`config.mk`:
```
export PLATFORM = sky130hd
export DESIGN_NAME = sync_fifo_flags
export DESIGN_NICKNAME = d
export VERILOG_FILES = /design/src/rtl/sync_fifo_flags.sv
export SDC_FILE = /design/constraint.sdc
export NUM_CORES = 1
export LEC_CHECK = 0
export ABC_AREA = 1
export BUFFER_PORTS_ARGS = -buffer_cell sky130_fd_sc_hd__buf_4
export CORE_MARGIN = 2
export CORE_UTILIZATION = 40
export DETAILED_ROUTE_END_ITERATION = 10
export GPL_TIMING_DRIVEN = 1
export PLACE_DENSITY_LB_ADDON = 0.12
export SYNTH_ARGS = -nofsm -noshare
export SYNTH_HDL_FRONTEND = slang
export SYNTH_SLANG_ARGS = --single-unit
```
`constraint.sdc`:
```
create_clock -name clk -period 2 [get_ports clk]
set_input_delay 0 -clock clk [delete_from_list [all_inputs] [get_ports clk]]
set_output_delay 0 -clock clk [all_outputs]
set_load 0.05 [all_outputs]
```
`src/rtl/sync_fifo_flags.sv`:
```
// Single-clock FIFO with occupancy count, programmable almost-full/almost-empty
// thresholds, overflow/underflow pulses and a build-time FWFT read option.
module sync_fifo_flags #(
  parameter int datawidth = 8,
  parameter int depth     = 8,
  parameter int af_thresh = depth - 2,
  parameter int ae_thresh = 2,
  parameter bit fwft      = 1'b0
) (
  input  logic                       clk,
  input  logic                       rst,
  input  logic                       wen,
  input  logic                       ren,
  input  logic [datawidth-1:0]       din,
  output logic [datawidth-1:0]       dout,
  output logic                       full,
  output logic                       empty,
  output logic                       almost_full,
  output logic                       almost_empty,
  output logic [$clog2(depth+1)-1:0] count,
  output logic                       overflow,
  output logic                       underflow
);

  localparam int CW = $clog2(depth + 1);
  localparam int PW = $clog2(depth);
  localparam logic [PW-1:0] P_ONE   = PW'(1);
  localparam logic [PW-1:0] P_LAST  = PW'(depth - 1);
  localparam logic [CW-1:0] C_ONE   = CW'(1);
  localparam logic [CW-1:0] C_DEPTH = CW'(depth);
  localparam logic [CW-1:0] C_AF    = CW'(af_thresh);
  localparam logic [CW-1:0] C_AE    = CW'(ae_thresh);

  logic [datawidth-1:0] r_mem [depth];
  logic [datawidth-1:0] r_dout;
  logic [PW-1:0]        r_rd_ptr;
  logic [PW-1:0]        r_wr_ptr;
  logic [CW-1:0]        r_count;
  logic                 r_full;
  logic                 r_empty;
  logic                 r_af;
  logic                 r_ae;
  logic                 r_ovf;
  logic                 r_udf;

  logic                 w_rd_acc;
  logic                 w_wr_acc;
  logic [PW-1:0]        w_rd_ptr_next;
  logic [PW-1:0]        w_wr_ptr_next;
  logic [CW-1:0]        w_count_next;

  // A full FIFO still takes a write when the same-cycle read frees a slot.
  assign w_rd_acc = !rst && ren && !r_empty;
  assign w_wr_acc = !rst && wen && (!r_full || w_rd_acc);

  // Next-state pointers (explicit wrap so any depth works) and occupancy
  always_comb begin
    w_rd_ptr_next = r_rd_ptr;
    w_wr_ptr_next = r_wr_ptr;
    w_count_next  = r_count;
    if (w_rd_acc) begin
      if (r_rd_ptr == P_LAST) begin
        w_rd_ptr_next = {PW{1'b0}};
      end else begin
        w_rd_ptr_next = r_rd_ptr + P_ONE;
      end
    end else begin
      w_rd_ptr_next = r_rd_ptr;
    end
    if (w_wr_acc) begin
      if (r_wr_ptr == P_LAST) begin
        w_wr_ptr_next = {PW{1'b0}};
      end else begin
        w_wr_ptr_next = r_wr_ptr + P_ONE;
      end
    end else begin
      w_wr_ptr_next = r_wr_ptr;
    end
    if (w_wr_acc && !w_rd_acc) begin
      w_count_next = r_count + C_ONE;
    end else if (!w_wr_acc && w_rd_acc) begin
      w_count_next = r_count - C_ONE;
    end else begin
      w_count_next = r_count;
    end
  end

  // Storage array; contents deliberately survive reset
  always_ff @(posedge clk) begin
    if (w_wr_acc) begin
      r_mem[r_wr_ptr] <= din;
    end
  end

  // Pointers, count, flags from next count, error pulses and read register
  always_ff @(posedge clk) begin
    if (rst) begin
      r_rd_ptr <= {PW{1'b0}};
      r_wr_ptr <= {PW{1'b0}};
      r_count  <= {CW{1'b0}};
      r_full   <= 1'b0;
      r_empty  <= 1'b1;
      r_af     <= 1'b0;
      r_ae     <= 1'b1;
      r_ovf    <= 1'b0;
      r_udf    <= 1'b0;
      r_dout   <= {datawidth{1'b0}};
    end else begin
      r_rd_ptr <= w_rd_ptr_next;
      r_wr_ptr <= w_wr_ptr_next;
      r_count  <= w_count_next;
      r_full   <= (w_count_next == C_DEPTH);
      r_empty  <= (w_count_next == {CW{1'b0}});
      r_af     <= (w_count_next >= C_AF);
      r_ae     <= (w_count_next <= C_AE);
      r_ovf    <= wen && !w_wr_acc;
      r_udf    <= ren && !w_rd_acc;
      if (w_rd_acc) begin
        r_dout <= r_mem[r_rd_ptr];
      end
    end
  end

  // In FWFT mode r_dout keeps the last popped word, shown while empty.
  if (fwft) begin : g_fwft
    assign dout = r_empty ? r_dout : r_mem[r_rd_ptr];
  end else begin : g_std
    assign dout = r_dout;
  end

  assign full         = r_full;
  assign empty        = r_empty;
  assign almost_full  = r_af;
  assign almost_empty = r_ae;
  assign count        = r_count;
  assign overflow     = r_ovf;
  assign underflow    = r_udf;

endmodule

```
==> results.tsv <==
stage	metric	value	unit
status	status	complete, no violations	
clock_network	clk_latency	0.35	ns
clock_network	cts_root_buffer	clkbuf_8	
yosys	synthAdderAreaFrac	2.11	%
layout	drive_above_1_share	21.2	%
timing	setup-tns-final	0	ns
timing	slew_violations	0	
power	p_int	3020	uW
route	vias_per_cell	5.08	
clock_network	clkSlewWorstSetupHoldPaths	0.09	ns
worst_setup_path	critPathMaxStageDelay	0.32	ns
layout	final_nets	386	
clock_network	clockBufferDepth	2	
worst_setup_path	worstPathArrival	1.77	ns
power	p_leak	0.00168	uW
worst_setup_path	start_kind	flop	
yosys	yosysMostFrequentCell	edfxtp_1	
power	p_seq_share	48.6	%
die	num_io_pins	30	
worst_setup_path	cp.required	2.07	ns
die	dieArea	0.00966	mm2
placed_design	dp_hpwl	5490	um
die	die_h	98.3	um
clock_network	cts_num_sinks	88	
global_routing	grt_max_degree	35	
yosys	synth_seq_area_share	67.6	%
yosys	muxShareOfSynthArea	0	%
layout	area_growth	21.0	%
placed_design	io_buffers	29	
route	antenna_left	0	
power	swShare	31.3	%
layout	num_antenna_cells	0	
clock_network	post_cts_resized	0	
clock_network	htree_levels	3	
yosys	synth_top_area_cell	edfxtp_1	
clock_network	cts_buffers	9	
yosys	ys_dominant_reg_cell	edfxtp_1	
timing	fmax	0.587	GHz
worst_setup_path	crit_type	reg2reg	
yosys	ys_ff_latch	88	
timing	skew	0.0122	ns
worst_setup_path	crit_buf_inv	4	
route	post-route-drc-count	0	
yosys	synth_edf_count	64	
run	cap_viol_max_count	0	
yosys	syn_avg_cell_area	11.4	um2
global_routing	antenna_found_initial	0	
timing	period_share	85.2	%
yosys	synth_xor_area_share	0.493	%
global_routing	grt-ovfl-total	0	
power	power_frac_clock	29.0	%
die	rows	34	
yosys	synth_top_family_by_area	simple AND/OR/NAND/NOR gates	
worst_setup_path	path_cells	inv_1 -> nand3_4 -> inv_2 -> o21ai_4 -> nor2_1 -> inv_2 -> nor2_1 -> buf_4	
global_routing	grt_pass1_wl	12200	um
global_routing	grtUsageTotal	16.8	%
yosys	syn-num-nets	330	
timing	slew_headroom	68.8	%
clock_network	cts_tree	done	
die	initial_core_util	41.0	%
timing	layout_setup_ws	0.296	ns
yosys	yosys.area.top_type_share	54.1	%
die	fp.dieW	98.3	um
timing	final.min_clock_period	1.70	ns
route	drt_iter0_markers	187	
clock_network	post_cts_buffers	0	
timing	setup_viol	0	
route	drt-total-wl	7820	um
route	first_pass_iters	4	
power	p_sw	1380	uW
power	combinationalPowerShare	22.4	%
die	coreArea	0.00868	mm2
timing	whs	0.419	ns
timing	finalHoldViolCount	0	
route	dr_total_vias	2443	
worst_setup_path	cp-end-kind	flop	
worst_setup_path	crit_family	buffers and inverters	
placed_design	gp_congestion	0.740	
route	post_drt_wl_per_cell	16.3	um
yosys	synth_compound_area_share	10.2	%
yosys	ys_warn_count	0	
layout	fillers	818	
yosys	yosys-top-cells-area	edfxtp_1, dfxtp_1, o21ai_0	
yosys	async_flop_share	0	%
worst_setup_path	critPathMaxFanout	12	
timing	rsz0062_at_grt	false	
timing	worst_pin_slew	0.467	ns
power	p_per_area	1020	mW/mm2
global_routing	grt_pass1_vias	2368	
power	ir_worst_vdd	0.376	mV
worst_hold_path	hp-class	in2reg	
yosys	yosys.area_share.simple	15.5	%
yosys	netlist_instances	312	
placed_design	preCtsSetupSlack	0.313	ns
worst_setup_path	cpMaxStageDelayCell	dfxtp_1	
yosys	synth_commonest_cells	edfxtp_1, nor2_1, o21ai_0	
yosys	ys_types	29	
yosys	netlist_area	0.00355	mm2
state kept, by name, indices dropped and copies added, names as in the netlist:
signal        count
r_mem            64
almost_empty      1
dout              8
count             4
underflow         1
empty             1
overflow          1
r_wr_ptr          3
almost_full       1
r_rd_ptr          3
full              1
area by class of cell:
type                    instances  area [um2]  area share, %
multi-input cells             188        1010           23.4
well taps                     108         135           3.14
inverters                      23        86.3           2.01
clock inverters                 6        61.3           1.42
flip-flops and latches         88        2400           55.8
repair buffers                 58         463           10.8
clock buffers                  10         149           3.46
kinds of logic (layout without fill, tap and decap cells):
logic type                 count (synthesis)  count (layout)
AOI/OAI and AO/OA                         58              58
xor gates and xnor gates                   2               2
adders and majority gates                  6               6
buffers and inverters                     36              97
DFF                                       88              88
and+or+nand+nor                          122             122
cells in the final DEF, fill, tap and decap left out:
master	Yosys	routed
a21oi_1	2	2
and2_1	1	1
and3_1	1	1
buf_4	0	47
bufinv_16	0	1
clkbuf_16	0	1
clkbuf_8	0	9
clkinv_1	1	1
clkinv_2	0	2
dfxtp_1	24	24
dlygate4sd3_1	0	11
edfxtp_1	64	64
ha_1	6	6
inv_1	18	18
inv_2	4	4
inv_4	0	2
inv_6	0	1
nand2_1	33	33
nand2_2	3	3
nand3_1	24	24
nand3_2	2	2
nand3_4	1	1
nand4_1	2	2
nand4_2	1	1
nor2_1	49	49
nor2_2	4	4
nor3_1	1	1
o21ai_0	38	38
o21ai_1	1	1
o21ai_4	1	1
o221ai_1	16	16
xnor2_1	1	1
xor2_1	1	1
worst register-to-register path, delay by kind of cell (launching register included):
| kind | cells | cell delay (ns) |
|---|---|---|
| buffers and inverters | 4 | 0.52 |
| DFF | 1 | 0.32 |
| AOI/OAI and AO/OA | 1 | 0.08 |
| and+or+nand+nor | 3 | 0.50 |
worst paths after layout:
path	cells past startpoint	end	from	slack [ns]
worst min-delay path	3	count[1]	rst	0.42
worst max register to register	8	r_mem[7][5]	empty	0.30
worst min register to register	2	dout[1]	dout[1]	0.48
worst max-delay path	8	r_mem[7][5]	empty	0.30
stage by stage:
step                      instances  power, uW  utilization [%]  area [um2]
after detailed placement        454       3150             45.9        3980
after floorplan                 312       2840                -        3550
after global routing            481       4600             49.6        4300
after global placement          454       3140             45.9        3980
final                           481       4390             49.6        4300
after CTS                       481       4430             49.6        4300
routing by layer:
metal | part of all wire [%] | GRT usage [%]
met5 | 0 | 0
met4 | 1.8 | 7.48
met2 | 49 | 27.9
met1 | 46 | 22.0
met3 | 2.9 | 2.51
what timing repair did:
| item | in CTS | in global routing |
|---|---|---|
| hold endpoints to repair | 69 | 0 |
| endpoints found under the setup margin | 0 | 0 |
| hold buffers | 11 | 0 |
power groups by stage:
stage	clock [uW]	sequential (uW)	combinational (uW)
final	1280	2130	983
after global routing	1380	2150	1080
after detailed placement	0	2180	972
after global placement	0	2170	967
after floorplan	0	2400	444
after CTS	1310	2140	992
Note: power is estimated with default switching activity, not from simulation.
